==> config.mk <==
export PLATFORM = sky130hd
export DESIGN_NAME = cnn_out_packer_flat
export DESIGN_NICKNAME = d
export VERILOG_FILES = /design/src/rtl/cnn_out_packer_if.sv /design/src/rtl/cnn_out_packer.sv /design/src/flat_wrapper.sv
export SDC_FILE = /design/constraint.sdc
export NUM_CORES = 2
export LEC_CHECK = 0
export ABC_AREA = 1
export BUFFER_PORTS_ARGS = -buffer_cell sky130_fd_sc_hd__buf_2
export CAP_MARGIN = 5
export CORE_MARGIN = 10
export CORE_UTILIZATION = 50
export CTS_CLUSTER_DIAMETER = 100
export DETAILED_ROUTE_END_ITERATION = 10
export GPL_TIMING_DRIVEN = 0
export MAX_ROUTING_LAYER = met4
export PLACE_DENSITY = 0.7
export SYNTH_ARGS = -nofsm -noshare
export SYNTH_HDL_FRONTEND = slang
export SYNTH_SLANG_ARGS = --single-unit
==> constraint.sdc <==
create_clock -name clk -period 2.85 [get_ports clk]
set_input_delay 0.1425 -clock clk [delete_from_list [all_inputs] [get_ports clk]]
set_output_delay 0.1425 -clock clk [all_outputs]
set_load 0.02 [all_outputs]
==> src/rtl/cnn_out_packer_if.sv <==
// Handshake bundle for cnn_out_packer: 64-bit CNN word stream in, 512-bit beat stream out.
// m_keep exists only when CNN_OUT_PACKER_KEEP_EN is defined.
interface cnn_out_packer_if;
  logic         s_valid;
  logic         s_ready;
  logic [63:0]  s_data;
  logic         m_valid;
  logic         m_ready;
  logic [511:0] m_data;
  logic         m_last;
`ifdef CNN_OUT_PACKER_KEEP_EN
  logic [7:0]   m_keep;
`endif

  // Environment side: sources CNN words, sinks packed beats
  modport master (
    output s_valid, s_data, m_ready,
    input  s_ready, m_valid, m_data, m_last
`ifdef CNN_OUT_PACKER_KEEP_EN
    , input m_keep
`endif
  );

  // Packer side: sinks CNN words, sources packed beats
  modport slave (
    input  s_valid, s_data, m_ready,
    output s_ready, m_valid, m_data, m_last
`ifdef CNN_OUT_PACKER_KEEP_EN
    , output m_keep
`endif
  );
endinterface

==> src/rtl/cnn_out_packer.sv <==
// cnn_out_packer: packs 64-bit CNN result words into 512-bit beats, eight lanes per beat,
// closing a short padded beat at the end of each image.
// Optional feature: define CNN_OUT_PACKER_KEEP_EN to add the m_keep lane-valid output.
module cnn_out_packer #(
  parameter int unsigned WORDS_PER_FRAME = 10,
  parameter logic [63:0] PAD_WORD        = 64'h0
) (
  input  logic              clk,
  input  logic              reset,
  cnn_out_packer_if.slave   bus,
  output logic [31:0]       frames_done
);

  localparam logic [15:0] LAST_IDX = 16'(WORDS_PER_FRAME - 1);

  typedef enum logic {ST_FILL, ST_PEND} state_t;

  state_t             state_q, state_d;
  logic [2:0]         lane_q, lane_d;
  logic [15:0]        wif_q, wif_d;
  logic [7:0][63:0]   acc_q, acc_d;
  logic               pend_last_q, pend_last_d;
  logic               m_valid_q, m_valid_d;
  logic               m_last_q, m_last_d;
  logic [511:0]       m_data_q, m_data_d;
  logic [31:0]        frames_done_q, frames_done_d;
`ifdef CNN_OUT_PACKER_KEEP_EN
  logic [7:0]         pend_keep_q, pend_keep_d;
  logic [7:0]         m_keep_q, m_keep_d;
  logic [7:0]         keep;
`endif

  logic               s_ready;
  logic               accept;
  logic               out_free;
  logic               frame_end;
  logic               complete;
  logic [7:0][63:0]   beat;

  assign s_ready       = !reset && (state_q == ST_FILL);
  assign bus.s_ready   = s_ready;
  assign bus.m_valid   = m_valid_q;
  assign bus.m_data    = m_data_q;
  assign bus.m_last    = m_last_q;
  assign frames_done   = frames_done_q;
`ifdef CNN_OUT_PACKER_KEEP_EN
  assign bus.m_keep    = m_keep_q;
`endif

  // Next-state: accumulate words, complete beats, hand them to the output register or park them
  always_comb begin
    state_d       = state_q;
    lane_d        = lane_q;
    wif_d         = wif_q;
    acc_d         = acc_q;
    pend_last_d   = pend_last_q;
    m_valid_d     = m_valid_q;
    m_last_d      = m_last_q;
    m_data_d      = m_data_q;
    frames_done_d = frames_done_q;
`ifdef CNN_OUT_PACKER_KEEP_EN
    pend_keep_d   = pend_keep_q;
    m_keep_d      = m_keep_q;
`endif

    out_free  = !m_valid_q || bus.m_ready;
    accept    = bus.s_valid && s_ready;
    frame_end = (wif_q == LAST_IDX);
    complete  = accept && (frame_end || (lane_q == 3'd7));

    // Beat as it would look if the current word closes it: earlier lanes from the accumulator,
    // this word in its lane, PAD_WORD above it
    for (int unsigned k = 0; k < 8; k++) begin
      if (k < 32'(lane_q))       beat[3'(k)] = acc_q[3'(k)];
      else if (k == 32'(lane_q)) beat[3'(k)] = bus.s_data;
      else                       beat[3'(k)] = PAD_WORD;
`ifdef CNN_OUT_PACKER_KEEP_EN
      keep[3'(k)] = (k <= 32'(lane_q));
`endif
    end

    // Drain of the output register; a load below overrides it in the same cycle
    if (m_valid_q && bus.m_ready) begin
      m_valid_d = 1'b0;
      m_last_d  = 1'b0;
`ifdef CNN_OUT_PACKER_KEEP_EN
      m_keep_d  = '0;
`endif
      if (m_last_q) frames_done_d = frames_done_q + 32'd1;
    end

    if (accept) begin
      acc_d[lane_q] = bus.s_data;
      wif_d         = frame_end ? '0 : wif_q + 16'd1;
      lane_d        = complete ? '0 : lane_q + 3'd1;
      if (complete) begin
        if (out_free) begin
          m_valid_d = 1'b1;
          m_data_d  = beat;
          m_last_d  = frame_end;
`ifdef CNN_OUT_PACKER_KEEP_EN
          m_keep_d  = keep;
`endif
        end else begin
          // Output register busy: park the finished (padded) beat in the accumulator
          acc_d       = beat;
          pend_last_d = frame_end;
          state_d     = ST_PEND;
`ifdef CNN_OUT_PACKER_KEEP_EN
          pend_keep_d = keep;
`endif
        end
      end
    end else if ((state_q == ST_PEND) && out_free) begin
      m_valid_d = 1'b1;
      m_data_d  = acc_q;
      m_last_d  = pend_last_q;
      state_d   = ST_FILL;
`ifdef CNN_OUT_PACKER_KEEP_EN
      m_keep_d  = pend_keep_q;
`endif
    end
  end

  // State register with synchronous reset
  always_ff @(posedge clk) begin
    if (reset) begin
      state_q       <= ST_FILL;
      lane_q        <= '0;
      wif_q         <= '0;
      acc_q         <= '0;
      pend_last_q   <= 1'b0;
      m_valid_q     <= 1'b0;
      m_last_q      <= 1'b0;
      m_data_q      <= '0;
      frames_done_q <= '0;
`ifdef CNN_OUT_PACKER_KEEP_EN
      pend_keep_q   <= '0;
      m_keep_q      <= '0;
`endif
    end else begin
      state_q       <= state_d;
      lane_q        <= lane_d;
      wif_q         <= wif_d;
      acc_q         <= acc_d;
      pend_last_q   <= pend_last_d;
      m_valid_q     <= m_valid_d;
      m_last_q      <= m_last_d;
      m_data_q      <= m_data_d;
      frames_done_q <= frames_done_d;
`ifdef CNN_OUT_PACKER_KEEP_EN
      pend_keep_q   <= pend_keep_d;
      m_keep_q      <= m_keep_d;
`endif
    end
  end

endmodule

==> src/flat_wrapper.sv <==
// flat-port wrapper written by rule: the top's interface ports become plain ports
module cnn_out_packer_flat 
#(
  parameter int unsigned WORDS_PER_FRAME = 10,
  parameter logic [63:0] PAD_WORD        = 64'h0
)
  (clk, reset, frames_done, bus_s_valid, bus_s_data, bus_m_ready, bus_s_ready, bus_m_valid, bus_m_data, bus_m_last);
  cnn_out_packer_if bus_i ();
  input  logic clk;
  input  logic reset;
  output logic [31:0] frames_done;
  input wire logic [$bits(bus_i.s_valid)-1:0] bus_s_valid;
  input wire logic [$bits(bus_i.s_data)-1:0] bus_s_data;
  input wire logic [$bits(bus_i.m_ready)-1:0] bus_m_ready;
  output wire logic [$bits(bus_i.s_ready)-1:0] bus_s_ready;
  output wire logic [$bits(bus_i.m_valid)-1:0] bus_m_valid;
  output wire logic [$bits(bus_i.m_data)-1:0] bus_m_data;
  output wire logic [$bits(bus_i.m_last)-1:0] bus_m_last;
  assign bus_i.s_valid = bus_s_valid;
  assign bus_i.s_data = bus_s_data;
  assign bus_i.m_ready = bus_m_ready;
  assign bus_s_ready = bus_i.s_ready;
  assign bus_m_valid = bus_i.m_valid;
  assign bus_m_data = bus_i.m_data;
  assign bus_m_last = bus_i.m_last;
  cnn_out_packer #(.WORDS_PER_FRAME(WORDS_PER_FRAME), .PAD_WORD(PAD_WORD)) u_core (.clk(clk), .reset(reset), .bus(bus_i), .frames_done(frames_done));
endmodule
Word level (Yosys, flattened, before mapping)
Cells that the tools add are included.
Storage, ports and cells
  RAM bits: 0
  memories kept: 0
  register bits after elaboration: 1079
  latch bits: 0
  memory bits (read-only): 0
  word-level logic and storage cells: 98
Operators by class
  $add $sub $neg: 3
  order comparisons: 9
  shifts and indexed selects: 0
  eq/ne operators: 12
  multiplexer cells: 40
  multiply operators: 0
  reduce and logical (&&, ||, !) cells: 16
  divide/modulo/power cells: 0
  bitwise logic cells: 2
Operators with widths (count)
  512-bit two-way mux: 6
  64-bit two-way mux: 16
  512-bit bitwise mux: 1
  64-bit demux with 3-bit select: 1
  32-bit by 1-bit adder with 32-bit output (second input constant): 1
  16-bit by 1-bit adder with 16-bit output (second input constant): 1
  16-bit by 4-bit == test with 1-bit output (second input constant): 1
  16-bit two-way mux: 1
  1-bit two-way mux: 14
  3-bit == test (first input constant): 4
  3-bit less-than comparator (first input constant): 3
  3-bit AND reduction: 3
  2-bit by 3-bit == test with 1-bit output (first input constant): 2
  1-bit logical AND: 6
  1-bit by 3-bit less-than comparator with 1-bit output (first input constant): 2
  2-bit by 3-bit less-than comparator with 1-bit output (first input constant): 2
  2-bit != test (second input constant): 3
  3-bit by 4-bit less-than comparator with 1-bit output (second input constant): 1
  3-bit by 1-bit adder with 3-bit output (second input constant): 1
  1-bit by 3-bit == test with 1-bit output (first input constant): 1
  3-bit == test (second input constant): 1
  3-bit by 1-bit greater-or-equal comparator with 1-bit output (second input constant): 1
  3-bit logical NOT: 1
  3-bit two-way mux: 1
  other kinds (5): 8

Depth between registers and ports, before layout
  depth after elaboration: 7
  mapped depth: 14
  depth with buffers taken out: 11

Worst setup path before layout
No wires, ideal clock.
  path kind: reg2reg
  start point: register u_core.lane_q[0]
  end point: register u_core.m_data_q[58] (netlist: u_core.bus.m_data[58])
  stages on the path, launching flop included: 15
  buffers on the path: 4
  setup time: 0.064 ns
  slack: 0.524 ns
  data arrival time: 2.262 ns
  cell sequence: dfxtp_1 > inv_2 > buf_4 > buf_6 > clkbuf_1 > ha_1 > inv_1 > nor2_1 > clkbuf_1 > nand3_1 > nand2_1 > a21oi_1 > nand3_1 > nand2_1 > nor2_1
On the way
  longest elaborated chain between the ends: 6
  elaborated cells on any way between the ends: 12
  those cells by class: order compare (1); eq/ne (2); mux (5); reduce/logical (4)
RTL lines
  start: declaration: RTL line cnn_out_packer.sv:19  | logic [2:0] lane_q, lane_d;
  start signal: assignment: RTL line cnn_out_packer.sv:143  | lane_q <= lane_d;
  branches (longest 6 deep; another with 1-bit by 3-bit less-than comparator with 1-bit output)
  end signal: assignment: RTL line cnn_out_packer.sv:149  | m_data_q <= m_data_d;
  end: declaration: RTL line cnn_out_packer.sv:25  | logic [511:0] m_data_q, m_data_d;
Several ways; the timed one is not identified. The select of a mux whose other input is x is not followed.
A chain may end at the register's enable or synchronous reset.

Worst setup path in the final report
  start point: register u_core.state_q
  end point: register u_core.m_data_q[378] (netlist: u_core.bus.m_data[378])
On the way
  longest elaborated chain between the ends: 6
  elaborated cells on any way between the ends: 10
  those cells by class: eq/ne (2); mux (1); bitwise (1); reduce/logical (6)
RTL lines
  start: declaration: RTL line cnn_out_packer.sv:18  | state_t state_q, state_d;
  start signal: assignment: RTL line cnn_out_packer.sv:142  | state_q <= state_d;
  1-bit inverter: RTL line cnn_out_packer.sv:40  | assign s_ready = !reset && (state_q == ST_FILL);
  1-bit logical AND: RTL line cnn_out_packer.sv:40
  1-bit logical AND: RTL line cnn_out_packer.sv:67  | accept = bus.s_valid && s_ready;
  1-bit logical AND: RTL line cnn_out_packer.sv:69  | complete = accept && (frame_end || (lane_q == 3'd7));
  2-bit != test (no source line)
  3-bit AND reduction (no source line)
Several ways; a longest one is shown, not always the timed one.

==> run_summary.xml <==
<?xml version="1.0" encoding="UTF-8"?>
<metrics>
  <group name="yosys">
    <metric name="number_of_standard_cells_after_synthesis" unit="">8666</metric>
    <metric name="syn-mean-instance-area" unit="µm²">6.27</metric>
    <metric name="synthMuxAreaShare" unit="%">0</metric>
    <metric name="synth.ff_latch_count" unit="">1079</metric>
    <metric name="synth.top_cell.area_share" unit="%">39.7</metric>
    <metric name="yosys_warnings" unit="">0</metric>
    <metric name="synth_fa_ha_area_share" unit="%">0.161</metric>
    <metric name="synth_enable_flop_cells" unit="">0</metric>
    <metric name="synth_compound_gate_area_share" unit="%">17.4</metric>
    <metric name="yosys.cell_types.count" unit="">38</metric>
    <metric name="ys_async_sr_fraction" unit="%">0</metric>
    <metric name="synth_commonest_cells" unit="">2,276 x sky130_fd_sc_hd__nor2_1, 1,800 x sky130_fd_sc_hd__nand2_1, 1,222 x sky130_fd_sc_hd__o21ai_0</metric>
    <metric name="most_instantiated_library_cell_after_synthesis" unit="">sky130_fd_sc_hd__nor2_1</metric>
    <metric name="postSynthNetCount" unit="">8741</metric>
    <metric name="synth-xor-area-share" unit="%">0.0967</metric>
    <metric name="main_combinational_cell_family_by_area_after_synthesis" unit="">simple AND/OR/NAND/NOR gates</metric>
    <metric name="synth-main-ff-cell" unit="">sky130_fd_sc_hd__dfxtp_1</metric>
    <metric name="netlist_area" unit="mm²">0.0543</metric>
    <metric name="basic_gate_share_of_the_synthesized_area_counting_and_or_nand_and_nor_cells" unit="%">32.9</metric>
    <metric name="synth_top_cell_by_area" unit="">sky130_fd_sc_hd__dfxtp_1</metric>
    <metric name="synth_top_cells_by_area" unit="">sky130_fd_sc_hd__dfxtp_1 40%, sky130_fd_sc_hd__nor2_1 16%, sky130_fd_sc_hd__nand2_1 12%, sky130_fd_sc_hd__o21ai_0 11%, sky130_fd_sc_hd__inv_1 3.4%</metric>
    <metric name="yosysSeqAreaShare" unit="%">39.7</metric>
  </group>
  <group name="drt">
    <metric name="drt-total-wl" unit="mm">251</metric>
    <metric name="post_drt_wl_per_cell" unit="µm">23.1</metric>
    <metric name="drc" unit="">0</metric>
    <metric name="drt_iter0_drc" unit="">8699</metric>
    <metric name="drt_pass1_iterations" unit="">9</metric>
    <metric name="detail_route.vias_per_cell" unit="">5.77</metric>
    <metric name="ant_nets" unit="">0</metric>
    <metric name="routed-via-count" unit="">62700</metric>
  </group>
  <group name="final_layout">
    <metric name="post_route_standard_cell_area_excluding_fillers" unit="mm²">0.0635</metric>
    <metric name="multi_input_gate_area_in_the_final_layout" unit="mm²">0.0275</metric>
    <metric name="finish.net_count" unit="">9433</metric>
    <metric name="layout.filler_cells" unit="">10700</metric>
    <metric name="post_synthesis_to_final_layout_area_growth" unit="%">16.8</metric>
    <metric name="post_route_cells_drive_above_1_share" unit="%">12.2</metric>
    <metric name="ff_latch_area" unit="mm²">0.0216</metric>
  </group>
  <group name="place">
    <metric name="io_buffer_count" unit="">553</metric>
    <metric name="placed_area" unit="mm²">0.0591</metric>
    <metric name="pre_cts_slack" unit="ns">-1.19</metric>
    <metric name="gp_congestion" unit="">0.989</metric>
    <metric name="hpwlAfterDp" unit="mm">181</metric>
  </group>
  <group name="cts">
    <metric name="cts_tree" unit="">yes</metric>
    <metric name="ctsLongestPathBuffers" unit="">3</metric>
    <metric name="insertion_delay" unit="ns">0.75</metric>
    <metric name="h_tree_levels" unit="">3</metric>
    <metric name="cts-buffers-inserted" unit="">117</metric>
    <metric name="clock_tree.root_cell" unit="">sky130_fd_sc_hd__clkbuf_16</metric>
    <metric name="clkSinkCount" unit="">1079</metric>
    <metric name="clk_pin_slew_worst_paths" unit="ns">0.07</metric>
  </group>
  <group name="timing">
    <metric name="finalCritPeriodShare" unit="%">103</metric>
    <metric name="holdWs" unit="ns">0.0472</metric>
    <metric name="setup_violations" unit="">43</metric>
    <metric name="maxClockFrequency" unit="MHz">342</metric>
    <metric name="grt_setup_unrepaired" unit="">yes</metric>
    <metric name="clock_skew" unit="ns">0.0277</metric>
    <metric name="timing.slew.headroom" unit="%">-1.92</metric>
    <metric name="period_needed" unit="ns">2.92</metric>
    <metric name="tightestPinTransition" unit="ns">1.53</metric>
    <metric name="timing_hold_violations_final" unit="">0</metric>
    <metric name="max_transition_viols_final" unit="">11</metric>
    <metric name="setup_total_negative_slack" unit="ns">-1.01</metric>
    <metric name="finalWorstSetupSlack" unit="ns">-0.0750</metric>
  </group>
  <group name="worst_setup_path">
    <metric name="startpoint_type" unit="">flop</metric>
    <metric name="worstSetupEndpointType" unit="">flop</metric>
    <metric name="critical_path.max_fanout" unit="">10</metric>
    <metric name="cp_top_family" unit="">buffers and inverters</metric>
    <metric name="path_buf_inv" unit="">4</metric>
    <metric name="worst_path_largest_cell_delay" unit="ns">0.50</metric>
    <metric name="setup.worst_path.class" unit="">flop to flop</metric>
    <metric name="crit_path_frequent_cell" unit="">sky130_fd_sc_hd__buf_6</metric>
    <metric name="cp_data_arrival_time" unit="ns">3.55</metric>
    <metric name="critical-path-slowest-cell" unit="">sky130_fd_sc_hd__dfxtp_1</metric>
    <metric name="worst-endpoint-required" unit="ns">3.47</metric>
    <metric name="cp_cell_sequence" unit="">nor2_4 -&gt; nand2_8 -&gt; buf_6 -&gt; buf_6 -&gt; buf_4 -&gt; buf_2 -&gt; o22ai_1 -&gt; o21ai_0 -&gt; nor2_1</metric>
  </group>
  <group name="run_status">
    <metric name="failing_checks" unit="">capacitance limit, slew limit, setup timing</metric>
    <metric name="run_status" unit="">finished with violations</metric>
  </group>
  <group name="global_routing">
    <metric name="antenna_found_initial" unit="">35</metric>
    <metric name="first_global_vias" unit="">57000</metric>
    <metric name="grt_start_max_net_pins" unit="">21</metric>
    <metric name="globalRouteTotalUtil" unit="%">40.0</metric>
    <metric name="gr-total-overflow" unit="">0</metric>
    <metric name="grt_pass1_wl" unit="mm">361</metric>
  </group>
  <group name="pwr">
    <metric name="power_density" unit="mW/mm²">600</metric>
    <metric name="leakagePower" unit="nW">27.9</metric>
    <metric name="totalPowerFinal" unit="W">0.0381</metric>
    <metric name="ir_worst_vdd" unit="µV">494</metric>
  </group>
  <group name="floorplan">
    <metric name="die_width" unit="µm">350</metric>
    <metric name="coreArea" unit="mm²">0.108</metric>
    <metric name="die_area" unit="mm²">0.122</metric>
    <metric name="height_of_the_die" unit="µm">350</metric>
    <metric name="rows" unit="">120</metric>
    <metric name="ios" unit="">615</metric>
    <metric name="starting_density_of_the_core" unit="%">50.6</metric>
  </group>
  <group name="job">
    <metric name="cap_violations" unit="">1</metric>
  </group>
  <group name="hold_path">
    <metric name="worst_hold_path_type" unit="">input pin to flop</metric>
  </group>
</metrics>
## worst reg2reg max path: stages (launching register included)
cell and delay [ns]:
sky130_fd_sc_hd__dfxtp_1 0.50, sky130_fd_sc_hd__nor2_4 0.10, sky130_fd_sc_hd__nand2_8 0.22, sky130_fd_sc_hd__buf_6 0.26, sky130_fd_sc_hd__buf_6 0.24, sky130_fd_sc_hd__buf_4 0.40
sky130_fd_sc_hd__buf_2 0.38, sky130_fd_sc_hd__o22ai_1 0.16, sky130_fd_sc_hd__o21ai_0 0.45, sky130_fd_sc_hd__nor2_1 0.10
## cells by family after synthesis
logic type,after synthesis
XOR/XNOR,6
buffers and inverters,1217
AO/OA/AOI/OAI,1804
flip-flops,1079
adder cells (fa/ha/maj),7
AND/OR/NAND/NOR,4553
## cell usage in the layout, fill, tap and decap left out, drive strengths merged, types with 66 or more instances in the layout
master / synthesis / routed
clkbuf: 357 / 521
inv: 501 / 506
o211ai: 72 / 72
and2: 66 / 66
o22ai: 203 / 203
o21ai: 1302 / 1302
nand3: 364 / 364
dfxtp: 1079 / 1079
buf: 357 / 920
a21oi: 223 / 223
nor2: 2282 / 2282
nand2: 1802 / 1802
## layout make-up
type	instances	area share (%)
clock inverter	51	1.21
buffer	713	5.45
timing repair buffer	574	4.87
antenna	17	0.0670
inverter	503	2.99
clock buffer	158	5.22
sequential	1079	34.0
multi-input combinational	6370	43.4
tap	1403	2.77
## power by group
group          switching, W  internal [W]  total (W)
Combinational       0.00417       0.00144    0.00561
Clock               0.00679       0.00981     0.0166
Sequential         0.000282        0.0156     0.0159
Total                0.0112        0.0268     0.0381
## worst paths after layout
kind	from	endpoint	slack, ns	cells after the start
worst max-delay path	u_core.state_q	u_core.bus.m_data[378]	-0.07	9
worst min-delay path	bus_s_data[8]	u_core.acc_q[72]	0.05	5
worst max register to register	u_core.state_q	u_core.bus.m_data[378]	-0.07	9
worst min register to register	u_core.frames_done[13]	u_core.frames_done[13]	0.47	2
## through the flow
stage | instances | utilization [%]
2_1_floorplan | 8666 | -
3_3_place_gp | 10600 | 54.8
3_5_place_dp | 10600 | 55.0
4_1_cts | 10800 | 58.9
5_1_grt | 10900 | 59.0
6_report | 10900 | 59.0
## registers in the layout, summed over array words and instances (netlist names)
signal,count
u_core.lane_q,3
u_core.bus.m_last,1
u_core.wif_q,16
u_core.frames_done,32
u_core.acc_q,512
u_core.bus.m_valid,1
u_core.state_q,1
u_core.pend_last_q,1
u_core.bus.m_data,512
## routing by layer
layer | up-vias | wire, µm | track usage [%]
met5 | - | 0 | -
met4 | 0 | 22100 | 30.0
met3 | 859 | 31800 | 11.1
met2 | 3901 | 104000 | 57.0
met1 | 28900 | 93600 | 47.8
li1 | 29000 | - | -
## repair_timing
action	CTS	global route
hold endpoints to repair	8	0
endpoints found under the setup margin	678	220
pin swaps	1	2
resized for setup	36	67
cloned	0	0
hold buffers	4	0
setup buffers	2	4
Note: power is estimated with default switching activity, not from simulation.
